===== config.mk =====
export PLATFORM = sky130hd
export DESIGN_NAME = han_carl_sub_pipe
export DESIGN_NICKNAME = d
export VERILOG_FILES = /design/src/rtl/han_carl_sub_pipe.sv
export SDC_FILE = /design/constraint.sdc
export NUM_CORES = 1
export LEC_CHECK = 0
export CAP_MARGIN = 20
export CELL_PAD_IN_SITES_DETAIL_PLACEMENT = 0
export CELL_PAD_IN_SITES_GLOBAL_PLACEMENT = 1
export CORE_MARGIN = 10
export CORE_UTILIZATION = 40
export DETAILED_ROUTE_END_ITERATION = 6
export PLACE_DENSITY = 0.9
export SLEW_MARGIN = 15
export SYNTH_ARGS = -nofsm -noshare
export SYNTH_HDL_FRONTEND = slang
export SYNTH_SLANG_ARGS = --single-unit

===== constraint.sdc =====
create_clock -name clk -period 2.95 [get_ports clk]
set_input_delay 0.59 -clock clk [delete_from_list [all_inputs] [get_ports clk]]
set_output_delay 0.59 -clock clk [all_outputs]
set_load 0.02 [all_outputs]

===== src/rtl/han_carl_sub_pipe.sv =====
// -----------------------------------------------------------------------------
// han_carl_sub_pipe
//   Two-stage pipelined subtractor d = a - b (modulo 2^WIDTH) built on a
//   Han-Carlson parallel-prefix borrow tree. It sits between a valid/ready
//   producer and a valid/ready consumer. It sustains one operation per cycle
//   and holds its result under backpressure.
//
// Ports
//   clk        : clock, all state on the rising edge
//   reset      : asynchronous assert, active-low reset
//   in_valid   : operand pair a/b is valid
//   in_ready   : block accepts a/b this cycle (combinational from out_ready)
//   a, b       : minuend / subtrahend, WIDTH bits
//   out_valid  : result valid
//   out_ready  : consumer accepts the result this cycle
//   d          : a - b modulo 2^WIDTH (registered)
//   borrow     : 1 iff unsigned a < b (registered)
//   zero       : 1 iff d == 0 (registered)
//   ovf        : signed overflow of the subtraction (registered)
// -----------------------------------------------------------------------------
module han_carl_sub_pipe #(
  parameter int WIDTH = 16
) (
  input  logic             clk,
  input  logic             reset,
  input  logic             in_valid,
  output logic             in_ready,
  input  logic [WIDTH-1:0] a,
  input  logic [WIDTH-1:0] b,
  output logic             out_valid,
  input  logic             out_ready,
  output logic [WIDTH-1:0] d,
  output logic             borrow,
  output logic             zero,
  output logic             ovf
);

  // Remaining Han-Carlson levels after the span-1 level. Odd bits merge at
  // spans 2, 4, ... WIDTH/2 and end up holding the full group generate
  // [i:0]. Each even bit then takes one fix-up merge with its odd neighbour
  // below. The carry-in of 1 is already folded into g1[0], so the returned
  // vector is the carry out of every bit position.
  function automatic logic [WIDTH-1:0] hc_carries(input logic [WIDTH-1:0] g1,
                                                  input logic [WIDTH-1:0] p1);
    logic [WIDTH-1:0] g_cur;
    logic [WIDTH-1:0] p_cur;
    logic [WIDTH-1:0] g_nxt;
    logic [WIDTH-1:0] p_nxt;
    g_cur = g1;
    p_cur = p1;
    for (int s = 2; s < WIDTH; s = s * 2) begin
      g_nxt = g_cur;
      p_nxt = p_cur;
      // Odd bits below s+1 already cover [i:0] and pass straight through.
      for (int i = s + 1; i < WIDTH; i = i + 2) begin
        g_nxt[i] = g_cur[i] | (p_cur[i] & g_cur[i-s]);
        p_nxt[i] = p_cur[i] & p_cur[i-s];
      end
      g_cur = g_nxt;
      p_cur = p_nxt;
    end
    // Even bits still hold only their own bit. Merge each with the completed odd bit below.
    for (int i = 2; i < WIDTH; i = i + 2) begin
      g_cur[i] = g_cur[i] | (p_cur[i] & g_cur[i-1]);
    end
    return g_cur;
  endfunction

  // Stage 1 state
  logic             v1_q,    v1_d;
  logic [WIDTH-1:0] h_q,     h_d;
  logic [WIDTH-1:0] g1_q,    g1_d;
  logic [WIDTH-1:0] p1_q,    p1_d;
  logic             a_msb_q;
  logic             b_msb_q;

  // Stage 2 (output) state
  logic             v2_q,    v2_d;
  logic [WIDTH-1:0] d_q,     d_d;
  logic             borrow_q, borrow_d;
  logic             zero_q,   zero_d;
  logic             ovf_q,    ovf_d;

  // Handshake and combinational datapath signals
  logic             s1_load_s;
  logic             s2_load_s;
  logic [WIDTH-1:0] nb_s;
  logic [WIDTH-1:0] g0_s;
  logic [WIDTH-1:0] carry_s;

  // Pipeline advance and valid next-state
  always_comb begin
    s2_load_s = v1_q && (!v2_q || out_ready);
    in_ready  = !v1_q || !v2_q || out_ready;
    s1_load_s = in_valid && in_ready;
    if (s1_load_s) begin
      v1_d = 1'b1;
    end else if (s2_load_s) begin
      v1_d = 1'b0;
    end else begin
      v1_d = v1_q;
    end
    if (s2_load_s) begin
      v2_d = 1'b1;
    end else if (out_ready) begin
      v2_d = 1'b0;
    end else begin
      v2_d = v2_q;
    end
  end

  // Bitwise gen/prop/half-sum on a and ~b, then the span-1 prefix level
  always_comb begin
    nb_s  = ~b;
    h_d   = a ^ nb_s;
    g0_s  = a & nb_s;
    // The carry-in of 1 makes bit 0 generate whenever it would propagate.
    g0_s[0] = a[0] | nb_s[0];
    g1_d  = g0_s;
    p1_d  = h_d;
    for (int i = 1; i < WIDTH; i = i + 2) begin
      g1_d[i] = g0_s[i] | (h_d[i] & g0_s[i-1]);
      p1_d[i] = h_d[i] & h_d[i-1];
    end
  end

  // Remaining prefix levels, sum XOR and flags from the stage-1 register
  always_comb begin
    carry_s  = hc_carries(g1_q, p1_q);
    d_d      = h_q ^ {carry_s[WIDTH-2:0], 1'b1};
    borrow_d = ~carry_s[WIDTH-1];
    zero_d   = (d_d == {WIDTH{1'b0}});
    ovf_d    = (a_msb_q ^ b_msb_q) & (d_d[WIDTH-1] ^ a_msb_q);
  end

  // Pipeline registers. Data only moves on a stage load, so results hold under stall.
  always_ff @(posedge clk or negedge reset) begin
    if (!reset) begin
      v1_q     <= 1'b0;
      h_q      <= {WIDTH{1'b0}};
      g1_q     <= {WIDTH{1'b0}};
      p1_q     <= {WIDTH{1'b0}};
      a_msb_q  <= 1'b0;
      b_msb_q  <= 1'b0;
      v2_q     <= 1'b0;
      d_q      <= {WIDTH{1'b0}};
      borrow_q <= 1'b0;
      zero_q   <= 1'b0;
      ovf_q    <= 1'b0;
    end else begin
      v1_q <= v1_d;
      v2_q <= v2_d;
      if (s1_load_s) begin
        h_q     <= h_d;
        g1_q    <= g1_d;
        p1_q    <= p1_d;
        a_msb_q <= a[WIDTH-1];
        b_msb_q <= b[WIDTH-1];
      end
      if (s2_load_s) begin
        d_q      <= d_d;
        borrow_q <= borrow_d;
        zero_q   <= zero_d;
        ovf_q    <= ovf_d;
      end
    end
  end

  assign out_valid = v2_q;
  assign d         = d_q;
  assign borrow    = borrow_q;
  assign zero      = zero_q;
  assign ovf       = ovf_q;

endmodule

==> flow_summary.yaml <==
clocking:
  cts.repair.resized: 0
  cts_root_buffer: "clkbuf_8"
  cts_hold_buf: 0
  cts_tree: "built"
  cts_buffer_depth: 2
  cts_made_buffers: 9
  post_cts_buffers: 0
  insertion_delay_ns: 0.34
  cts_max_level: 3
  clock-sinks: 62
  clk_pin_slew_worst_paths_ns: 0.06
status:
  outcome: "finished, final reports clean"
worst_setup_path:
  crit_path_end_kind: "primary output"
  critPathKind: "input pin to primary output"
  worstPathArrival_ns: 1.85
  rr_worst_depth: 9
  critical_path_required_ns: 2.36
  critical_path.max_fanout: 3
  worstSetupStartpointType: "input pin"
layout:
  antenna_cells: 0
  fin_nets: 379
  area_growth_pct: 30.4
  drive_gt1_frac: 0.178
  design_area_um2: 3800
yosys:
  synth_area_um2: 2910
  yosysSeqAreaShare: 0.532
  async_flop_share: 1.00
  postSynthCellCount: 257
  synthesis.nets: 316
  yosysWarnings: 0
  ys_ff_latch: 62
  synth-edff-count: 0
  synth_ff_type: "dfrtp_1"
  synth_common_cells: "dfrtp_1, nand2_1, mux2_2"
  yosysUniqueCellTypes: 32
  syn_area_per_cell_um2: 11.3
  yosysMostFrequentCell: "dfrtp_1"
  synth_top_area_cell: "dfrtp_1"
  synth_area_leaders: "dfrtp_1, mux2_2, ha_1"
  synth_top_area_frac: 0.532
run:
  timing.max_cap.violations: 0
pwr:
  pwr-share-clk: 0.271
  power_frac_comb: 0.303
  p_switching_uw: 841
  leakage_nw: 1.75
  netSwitchingFraction: 0.307
  p_seq_frac: 0.426
  power_density_nw_per_um2: 722
  intPower_mw: 1.90
  peakVddDrop_uv: 271
  design_power_total_mw: 2.74
die:
  core.rowCount: 31
  top_level_ports: 57
  start_util: 0.406
  die_x_um: 105
  die-height_um: 105
  die_area_um2: 11100
  coreArea_um2: 7180
global_routing:
  grt_max_degree: 32
  grt_use_total: 0.115
  grt_pass1_vias: 2141
  antenna_found_initial: 0
  grt_overflow_total: 0
  grt_pass1_wl_um: 10400
drt:
  wl_um: 6010
  num_vias: 2025
  wl_per_cell_um: 14.2
  post_drt_via_cell_ratio: 4.78
  drtAntennaViolNets: 0
  drc: 0
  drt-pass1-iter-count: 6
  drtIter0Drc: 47
sta:
  fmax_mhz: 410
  slew_headroom: 0.559
  hold_viol_final: 0
  fin_tns_setup_ns: 0
  rsz0062_at_grt: "false"
  setup_viol: 0
  fin_crit_sh: 0.827
  finalClockSkew_ns: 0.00742
  worst_slew_pin_slew_ns: 0.660
  min_period_ns: 2.44
  drv_slew: 0
placed_design:
  port_buffers: 56
  gp_congestion: 0.746
  place_area_um2: 3600
  dp_hpwl_um: 4690
worst_hold_path:
  hold_class: "input pin to async pin"
## flip-flops by register name, summed over array words and instances, names as in the netlist
register	count
v1_q	1
a_msb_q	1
borrow	1
ovf	1
zero	1
b_msb_q	1
p1_q	7
h_q	16
d	16
g1_q	16
out_valid	1
## per-stage QoR
step / setup WS [ns] / utilization / instances / hold WS (ns)
2_1_floorplan: 0.906 / - / 257 / 0.294
3_5_place_dp: 0.500 / 0.501 / 408 / 0.448
6_report: 0.512 / 0.529 / 424 / 0.149
3_3_place_gp: 0.525 / 0.501 / 408 / 0.432
4_1_cts: 0.498 / 0.529 / 424 / 0.148
5_1_grt: 0.463 / 0.529 / 424 / 0.158
## placed cells by master, fill, tap and decap left out
cell,n
o21ai_0,26
dfrtp_1,62
nand3_1,2
clkbuf_8,11
a31oi_1,2
inv_1,17
mux2_2,31
or3b_1,1
o21a_1,2
nor2_1,9
clkbuf_1,1
xor2_1,7
buf_4,4
o31ai_1,1
nand2b_1,3
a31o_1,1
nand3b_1,2
a21o_2,3
nand4_1,2
buf_2,1
a21oi_1,9
o22a_1,1
nor4_1,1
buf_12,1
a21o_1,1
clkdlybuf4s50_1,55
clkinv_2,3
nand2_2,1
a22o_1,1
or4_1,1
nor4b_1,1
and2_2,2
nand2_1,34
or2_1,1
bufinv_16,1
xnor2_1,1
ha_1,23
## final cells by class
type                       count  area [µm²]
timing repair buffer          61         606
fill                         636        3380
clock buffer                  12         155
tap                           99         124
multi-input combinational    169        1250
sequential                    62        1550
clock inverter                 4        45.0
inverter                      17        63.8
## final timing paths
path	startpoint	to	slack, ns
worst max-delay path	out_ready	in_ready	0.51
worst min-delay path	reset	ovf	0.15
worst max register to register	p1_q[7]	zero	0.64
worst min register to register	p1_q[15]	borrow	0.45
max in group asynchronous	reset	h_q[4]	2.14
min in group clk	p1_q[15]	borrow	0.45
## power groups by stage
stage | clock network, mW | registers (mW) | logic [mW]
finish | 0.744 | 1.17 | 0.830
global route | 0.804 | 1.19 | 0.913
CTS | 0.759 | 1.17 | 0.850
detailed placement | 0 | 1.18 | 0.844
global placement | 0 | 1.18 | 0.830
floorplan | 0 | 1.28 | 0.342
## per-layer routing
metal	GRT usage	wire, µm	vias to the layer above
met4	0.0588	134	0
met5	0	0	-
met2	0.179	2800	44
li1	-	-	1006
met3	0.0378	340	11
met1	0.139	2740	964
## worst max-delay path, cell delays in order
cell	delay, ns
clkdlybuf4s50_1	0.46
nand3b_1	0.16
clkdlybuf4s50_1	0.64
## kinds of logic (layout without fill, tap and decap cells)
logic type / after synthesis / in the layout / share of synthesized area
AOI/OAI and AO/OA: 47 / 47 / 0.0927
xor gates and xnor gates: 8 / 8 / 0.0240
adders and majority gates: 23 / 23 / 0.0988
buffers and inverters: 26 / 94 / 0.0382
DFF: 62 / 62 / 0.532
muxes: 31 / 31 / 0.120
and+or+nand+nor: 60 / 60 / 0.0940
Note: power is estimated with default switching activity, not from simulation.
